### config.mk
export PLATFORM = sky130hd
export DESIGN_NAME = secuenciador_alu
export DESIGN_NICKNAME = d
export VERILOG_FILES = /design/src/rtl/secuenciador_alu.sv
export SDC_FILE = /design/constraint.sdc
export NUM_CORES = 1
export LEC_CHECK = 0
export ABC_CLOCK_PERIOD_IN_PS = 3700
export CAP_MARGIN = 20
export CORE_MARGIN = 2
export CORE_UTILIZATION = 47
export DETAILED_ROUTE_END_ITERATION = 6
export PLACE_DENSITY = 0.85
export SETUP_SLACK_MARGIN = 0.5
export SKIP_LAST_GASP = 1
export SYNTH_ARGS = -nofsm -noshare
export SYNTH_HDL_FRONTEND = slang
export SYNTH_SLANG_ARGS = --single-unit
### constraint.sdc
create_clock -name clk -period 3.7 [get_ports clk]
set_input_delay 0.74 -clock clk [delete_from_list [all_inputs] [get_ports clk]]
set_output_delay 0.74 -clock clk [all_outputs]
set_load 0.05 [all_outputs]
### src/rtl/secuenciador_alu.sv
// secuenciador_alu: sequences one ALU operation per command, holds operands through a settle
// latency, captures result/flags and hands them downstream over valid/ready.
module secuenciador_alu #(
  parameter int ancho        = 3,
  parameter int LATENCIA_ALU = 1
) (
  input  logic             clk,
  input  logic             rst,
  input  logic             cmd_valido,
  output logic             cmd_listo,
  input  logic [ancho:0]   cmd_operandoA,
  input  logic [ancho:0]   cmd_operandoB,
  input  logic [3:0]       cmd_seleccion,
  output logic [ancho:0]   alu_operandoA,
  output logic [ancho:0]   alu_operandoB,
  output logic [3:0]       alu_seleccion,
  input  logic [ancho:0]   alu_resultado,
  input  logic [3:0]       alu_banderas,
  output logic             res_valido,
  input  logic             res_listo,
  output logic [ancho:0]   res_resultado,
  output logic [3:0]       res_banderas,
  output logic             res_error,
  output logic [7:0]       contador_ops
);
  typedef enum logic [1:0] {IDLE, ESPERA, ENTREGA} estado_t;
  estado_t r_estado, w_siguiente;
  logic [3:0] r_cuenta;
  logic       r_error;
  logic       w_acepta, w_captura, w_entrega, w_soportado;
  assign cmd_listo   = (r_estado == IDLE) && !rst;
  assign w_acepta    = cmd_valido && cmd_listo;
  assign w_captura   = (r_estado == ESPERA) && (r_cuenta == 4'd1);
  assign w_entrega   = res_valido && res_listo;
  assign w_soportado = cmd_seleccion inside {4'b0000, 4'b0001, 4'b0101};
  always_ff @(posedge clk or posedge rst)
    if (rst) r_estado <= IDLE;
    else r_estado <= w_siguiente;
  always_comb begin
    w_siguiente = r_estado;
    if (w_acepta) w_siguiente = ESPERA;
    if (w_captura) w_siguiente = ENTREGA;
    if (w_entrega) w_siguiente = IDLE;
  end
  always_ff @(posedge clk or posedge rst)
    if (rst) begin
      alu_operandoA <= '0;
      alu_operandoB <= '0;
      alu_seleccion <= '0;
      res_valido    <= 1'b0;
      res_resultado <= '0;
      res_banderas  <= '0;
      res_error     <= 1'b0;
      contador_ops  <= '0;
      r_cuenta      <= '0;
      r_error       <= 1'b0;
    end else begin
      if (w_acepta) begin
        alu_operandoA <= cmd_operandoA;
        alu_operandoB <= cmd_operandoB;
        alu_seleccion <= w_soportado ? cmd_seleccion : 4'b0000;
        r_error       <= !w_soportado;
        r_cuenta      <= 4'(LATENCIA_ALU);
      end
      if (r_estado == ESPERA) r_cuenta <= r_cuenta - 4'd1;
      if (w_captura) begin
        res_resultado <= alu_resultado;
        res_banderas  <= alu_banderas;
        res_error     <= r_error;
        res_valido    <= 1'b1;
      end
      if (w_entrega) begin
        res_valido   <= 1'b0;
        contador_ops <= contador_ops + 8'd1;
      end
    end
endmodule

# After elaboration in Yosys (flattened, before gate mapping)
# Cells that the tools add are included.
# Widths: inputs -> output; s select.
# classes
n_addsub	2
n_eq_ne	4
n_mux	8
reduce_logical	12
# op_table
op	n
$mux 4	3
$add 8x1->8 const B	1
$eq 4x1->1 const B	2
$mux 2	3
$reduce_bool 3->1	2
$eq 4x3->1 const B	1
$logic_and 1x1->1	4
$logic_not 4->1	1
$reduce_bool 2->1	2
$sub 4x1->4 const B	1
$eq 2x1->1 const B	1
$logic_not 1->1	2
$logic_not 2->1	1
$mux 1	2
# word_totals
register_bits	37
in_bits	24
output_inout_bits	31

# Depth between registers and ports, before layout
# Gate-level depths: netlist of the first run.
# depth
ltp_word	6
ltp_mapped	5

# Least setup slack after synthesis of the first run
# Ideal clock, no wire load.
# synth_path
path_type	input-to-output
start	input port rst
end	output port cmd_listo
arrival_time_ns	1.785
path_slack_ns	1.175
path_stages	1
path_buffers	0
path_cell_list	nor3_1
# synth_via
elab_chain_len	2
# synth_rtl
element	line_no	source
from (decl)	8	input logic rst,
$logic_not 1->1 (no source line)	-	
$logic_and 1x1->1	31	assign cmd_listo = (r_estado == IDLE) && !rst;
to (decl)	10	output logic cmd_listo,
# Every way passes these cells.

# Worst setup path in the final report of the first run
# Same ends and word-level chain as after synthesis.

==> results of run 1 <==
-- layer usage --
layer	track usage, %	vias to the layer above	part of all wire [%]	routed length [µm]
li1	-	518	-	-
met2	36.8	24	56	1900
met3	5.25	7	4.1	137
met4	10.6	0	1.8	61
met5	0	-	0	0
met1	22.6	541	38	1270
-- layout by cell type (no fill, tap or decap), types with 2 or more instances in the layout --
cell / n
buf_4: 2
clkbuf_4: 5
clkdlybuf4s50_1: 54
dfrtp_1: 37
ha_1: 3
inv_1: 6
mux2_2: 19
nand2_1: 5
nand3_1: 2
nand3b_1: 2
nand4_1: 4
nor2_1: 5
nor2b_1: 3
nor3_1: 6
nor4b_4: 2
o21ai_0: 3
xnor2_1: 5
xor2_1: 4
-- worst paths after layout --
kind                       slack, ps            start  cells past startpoint                to
max reg2reg                     1750      r_estado[1]                      3  res_resultado[1]
min                              500  contador_ops[7]                      1   contador_ops[7]
max                              740              rst                      3         cmd_listo
max in group asynchronous       2460              rst                      3   res_banderas[0]
min in group asynchronous        930              rst                      3  alu_seleccion[1]
min reg2reg                      500  contador_ops[7]                      1   contador_ops[7]
-- worst max-delay path: stages --
cell	delay, ps
clkdlybuf4s50_1	480
nor3_1	160
clkdlybuf4s50_1	830
-- layout make-up --
type                    count  share of cell area [%]
well taps                  44                    2.47
inverters                   6                    1.01
repair buffers             56                    24.9
multi-input cells          71                    26.1
flip-flops and latches     37                    41.5
clock buffers               6                    2.30
clock inverters             2                    1.68
-- state kept, by name (all words and copies together) (netlist names), 2 cells and up --
register and cells:
alu_operandoA 4, alu_operandoB 4, alu_seleccion 4, contador_ops 8, r_cuenta 4, r_estado 2, res_banderas 4, res_resultado 4
-- power breakdown --
group	switching (mW)	internal, mW	leakage (nW)
clock network	0.135	0.161	0.0445
logic	0.669	0.422	0.448
registers	0.135	0.566	0.459
-- stage by stage --
stage | util (%) | power (mW) | cell area [µm²] | hold slack, ps | worst slack [ps]
4_1_cts | 72.4 | 2.11 | 2230 | 506 | 734
2_1_floorplan | - | 1.42 | 1540 | 480 | 1180
3_3_place_gp | 69.6 | 1.76 | 2140 | 458 | 767
5_1_grt | 72.4 | 2.19 | 2230 | 514 | 691
3_5_place_dp | 69.6 | 1.80 | 2140 | 489 | 733
6_report | 72.4 | 2.09 | 2230 | 498 | 744
-- cell families after synthesis --
| kind of cell | synth area share (%) |
|---|---|
| AOI/OAI and AO/OA | 2.60 |
| and+or+nand+nor | 13.1 |
| xor gates and xnor gates | 5.11 |
| DFF | 60.0 |
| muxes | 13.9 |
| adders and majority gates | 2.43 |
| buffers and inverters | 2.84 |
==> impl_metrics.yaml, run 1 <==
placed_design:
  io_buffer_count: 54
  gp_congestion: 0.743
  hpwl_um: 2480
  place_inst: 214
floorplanning:
  row_count: 20
  dieArea_um2: 3760
  core_area_um2: 3080
  die_x_um: 61.3
  ioPinCount: 55
  die_h_um: 61.3
  initial_core_util_pct: 50.1
detailed_routing:
  ant_nets: 0
  drc: 0
  wl_um: 3370
  num_vias: 1090
  drtIter0Drc: 41
  firstDrtPassIters: 4
  wire_per_inst_um: 15.2
  vias_per_cell: 4.91
global_routing:
  overflow: 0
  grt_pass1_wl_um: 5400
  grt_pass1_vias: 1183
  grt_max_degree: 38
  antenna_found_initial: 0
  track_usage_pct: 20.7
clocking:
  clk_latency_ps: 340
  cts_setup_buffers: 0
  cts_tree: "yes"
  htree_levels: 2
  cts-root-buf: "clkbuf_4"
  cts_buffers: 5
  cts_max_path_buffers: 2
  cts-hold-fix-buffers: 0
  post_cts_resize_count: 0
  path_clk_slew_ps: 110
  clock_sinks: 37
pwr:
  powerDensity_nw_per_um2: 936
  power_leakage_nw: 0.952
  ir_drop_mv: 0.616
layout:
  instances_no_fill: 222
  drive_gt1_share_pct: 18.0
  diodes: 0
  syn2layout_area_growth_pct: 44.5
  multiInputGateArea_um2: 582
  final-seq-area_um2: 926
  nets: 204
  fillers: 222
timing:
  fin_crit_sh_pct: 79.9
  tightest_slew_ps: 798
  rsz0062_at_grt: "no"
  fmax_mhz: 338
  relSlewSlack_pct: 46.6
  finClkSkew_ps: 3.73
  drv_slew: 0
  period_minus_slack_ps: 2960
  finalHoldViolations: 0
  setup_viol: 0
  finalSetupTns_ps: 0
yosys:
  yosysTopAreaCell: "dfrtp_1"
  synth_edf_count: 0
  synth_seq_cells: 37
  yosys_warnings: 0
  syn_inst: 117
  syn_area_um2: 1540
  ys.flop_type: "dfrtp_1"
  syn_area_per_cell_um2: 13.2
  synth.distinct_cells: 26
  synthTopCellsByArea: "dfrtp_1 (60%), mux2_2 (14%), xnor2_1 (2.8%), ha_1 (2.4%), xor2_1 (2.3%)"
  synth_top_area_share_pct: 60.0
  yosysSeqAreaShare_pct: 60.0
  synth_nets: 144
  async_flop_share_pct: 100
  synth_common_cells: "dfrtp_1 (37), mux2_2 (19), inv_1 (6), nor3_1 (6)"
  yosysMostFrequentCell: "dfrtp_1"
worst_setup_path:
  start_kind: "primary input"
  arrival_ps: 2220
  endpoint_kind: "primary output"
  cp.required_ps: 2960
  critPathMaxFanout: 3
  critical_path_class: "primary input to primary output"
hold_path:
  hold_path.class: "register to register"
run:
  maxCapViolCount: 0
outcome:
  status: "finished clean"
(Power assumes the default switching activity.)
==> run 2, diff against run 1 <==
--- a/config.mk
+++ b/config.mk
@@ -5,12 +5,12 @@
 export SDC_FILE = /design/constraint.sdc
 export NUM_CORES = 1
 export LEC_CHECK = 0
-export ABC_CLOCK_PERIOD_IN_PS = 3700
+export ABC_CLOCK_PERIOD_IN_PS = 2700
 export CAP_MARGIN = 20
 export CORE_MARGIN = 2
-export CORE_UTILIZATION = 47
+export CORE_UTILIZATION = 40
 export DETAILED_ROUTE_END_ITERATION = 6
-export PLACE_DENSITY = 0.85
+export PLACE_DENSITY = 0.77
 export SETUP_SLACK_MARGIN = 0.5
 export SKIP_LAST_GASP = 1
 export SYNTH_ARGS = -nofsm -noshare
==> constraint.sdc (replaced) <==
create_clock -name clk -period 2.7 [get_ports clk]
set_input_delay 0.54 -clock clk [delete_from_list [all_inputs] [get_ports clk]]
set_output_delay 0.54 -clock clk [all_outputs]
set_load 0.05 [all_outputs]
==> run 2 against run 1 <==
- total power is 36% higher
- cell count is 1.8% higher
- setup slack worse by 160 ps
- design area is 0.90% higher
- utilization is 11 points lower
- global-route usage is 3.7 points lower
- flip-flop and latch count stayed put
- clock skew is 1.2 ps lower
- hold slack worse by 17 ps
- die area is 16% higher
==> impl_metrics.yaml, run 2 (synthesis results as in run 1) <==
hold_path:
  worstHoldStart: "contador_ops[7]"
  hold_depth: 1
  hold_path.class: "register to register"
  holdPathEnd: "contador_ops[7]"
timing:
  period_minus_slack_ps: 2120
  tightest_slew_ps: 634
  finalWorstSetupSlack_ps: 582
  setup_viol: 0
  drv_slew: 0
  fin_crit_sh_pct: 78.4
  relSlewSlack_pct: 57.7
  timing.hold.ws_ps: 480
  rsz0062_at_grt: "no"
  fmax_mhz: 472
  finalSetupTns_ps: 0
  finClkSkew_ps: 2.54
  finalHoldViolations: 0
global_routing:
  antenna_found_initial: 0
  grt_busiest_layer: "met2"
  grtUsageMet3_pct: 5.11
  grt_pass1_vias: 1157
  grt_max_degree: 22
  grt_pass1_wl_um: 5370
  track_usage_pct: 17.0
  grt_use_met1_pct: 21.5
  met2_usage_pct: 25.4
  overflow: 0
clocking:
  cts-hold-fix-buffers: 0
  post_cts_resize_count: 0
  cts_setup_buffers: 0
  clk_latency_ps: 290
  clock_sinks: 37
  cts_buffers: 5
  cts_tree: "yes"
  htree_levels: 2
  cts-root-buf: "clkbuf_8"
  cts_max_path_buffers: 2
  path_clk_slew_ps: 60
worst_setup_path:
  critical_path_class: "register to primary output"
  arrival_ps: 1580
  rrSetupSlack_ps: 920
  timing.critical_path.buf_inv: 1
  reg2reg_to: "res_resultado[2]"
  path_cells: "clkdlybuf4s50_1"
  slowest_delay_ps: 840
  endpoint_kind: "primary output"
  slowest_stage: "clkdlybuf4s50_1"
  critPathMaxFanout: 6
  timing.rr.start: "r_estado[1]"
  crit_family: "buffers and inverters"
  start_kind: "register"
  cp.required_ps: 2160
  worst-r2r-cell-count: 4
floorplanning:
  dieArea_um2: 4370
  die_x_um: 66.1
  ioPinCount: 55
  die_h_um: 66.1
  row_count: 22
  initial_core_util_pct: 41.8
  core_area_um2: 3690
layout:
  final_area_um2: 2250
  final_util_pct: 61.0
  instances_no_fill: 226
  mostFrequentLayoutCell: "clkdlybuf4s50_1"
  nets: 205
  regMostFlops: "contador_ops"
  layout_common_cells: "clkdlybuf4s50_1 (53), dfrtp_1 (37), mux2_2 (19)"
  syn2layout_area_growth_pct: 45.8
  drive_gt1_share_pct: 18.0
  diodes: 0
  largest_reg_flops: 8
pwr:
  power_frac_seq_pct: 34.0
  intPower_mw: 1.57
  combPwrFrac_pct: 52.6
  total_power_mw: 2.83
  ir_drop_mv: 0.704
  p_sw_share_pct: 44.6
  powerDensity_nw_per_um2: 1260
  p_clk_share_pct: 13.4
  power_leakage_nw: 0.963
  switchingPower_mw: 1.26
detailed_routing:
  ant_nets: 0
  num_vias: 1100
  vias_per_cell: 4.87
  wire_per_inst_um: 13.7
  firstDrtPassIters: 4
  drtIter0Drc: 22
  wl_um: 3100
  drc: 0
placed_design:
  hpwl_um: 2370
  place_inst: 219
  place_area_um2: 2160
  place_ws_ps: 654
  io_buffer_count: 54
  gp_congestion: 0.716
run:
  maxCapViolCount: 0
outcome:
  status: "finished clean"
==> run 2: layout make-up <==
class,count,area [µm²]
multi-input combinational,71,582
tap,48,60.1
clock buffer,7,86.3
timing repair buffer,57,573
inverter,6,22.5
fill,297,1440
sequential,37,926
==> run 2: power by group through the flow <==
| stage | Combinational (mW) | Clock, mW | Sequential [mW] |
|---|---|---|---|
| after global routing | 1.57 | 0.416 | 0.995 |
| after detailed placement | 1.49 | 0 | 0.975 |
| after global placement | 1.47 | 0 | 0.959 |
| final | 1.49 | 0.380 | 0.962 |
| after CTS | 1.50 | 0.399 | 0.965 |
| after floorplan | 0.407 | 0 | 1.54 |
==> run 2: worst max-delay path by stage <==
stage | end | slack (ps) | from | cells after the start
6_report | contador_ops[3] | 580 | contador_ops[3] | 1
4_1_cts | contador_ops[3] | 570 | contador_ops[3] | 1
2_1_floorplan | cmd_listo | 580 | rst | 1
3_3_place_gp | cmd_listo | 650 | rst | 3
3_5_place_dp | cmd_listo | 650 | rst | 3
5_1_grt | contador_ops[3] | 540 | contador_ops[3] | 1
==> run 2: per-layer routing <==
metal,vias to the layer above,share of wire (%)
met3,8,4.6
met2,23,52
li1,522,-
met5,-,0
met1,547,41
met4,0,2.8
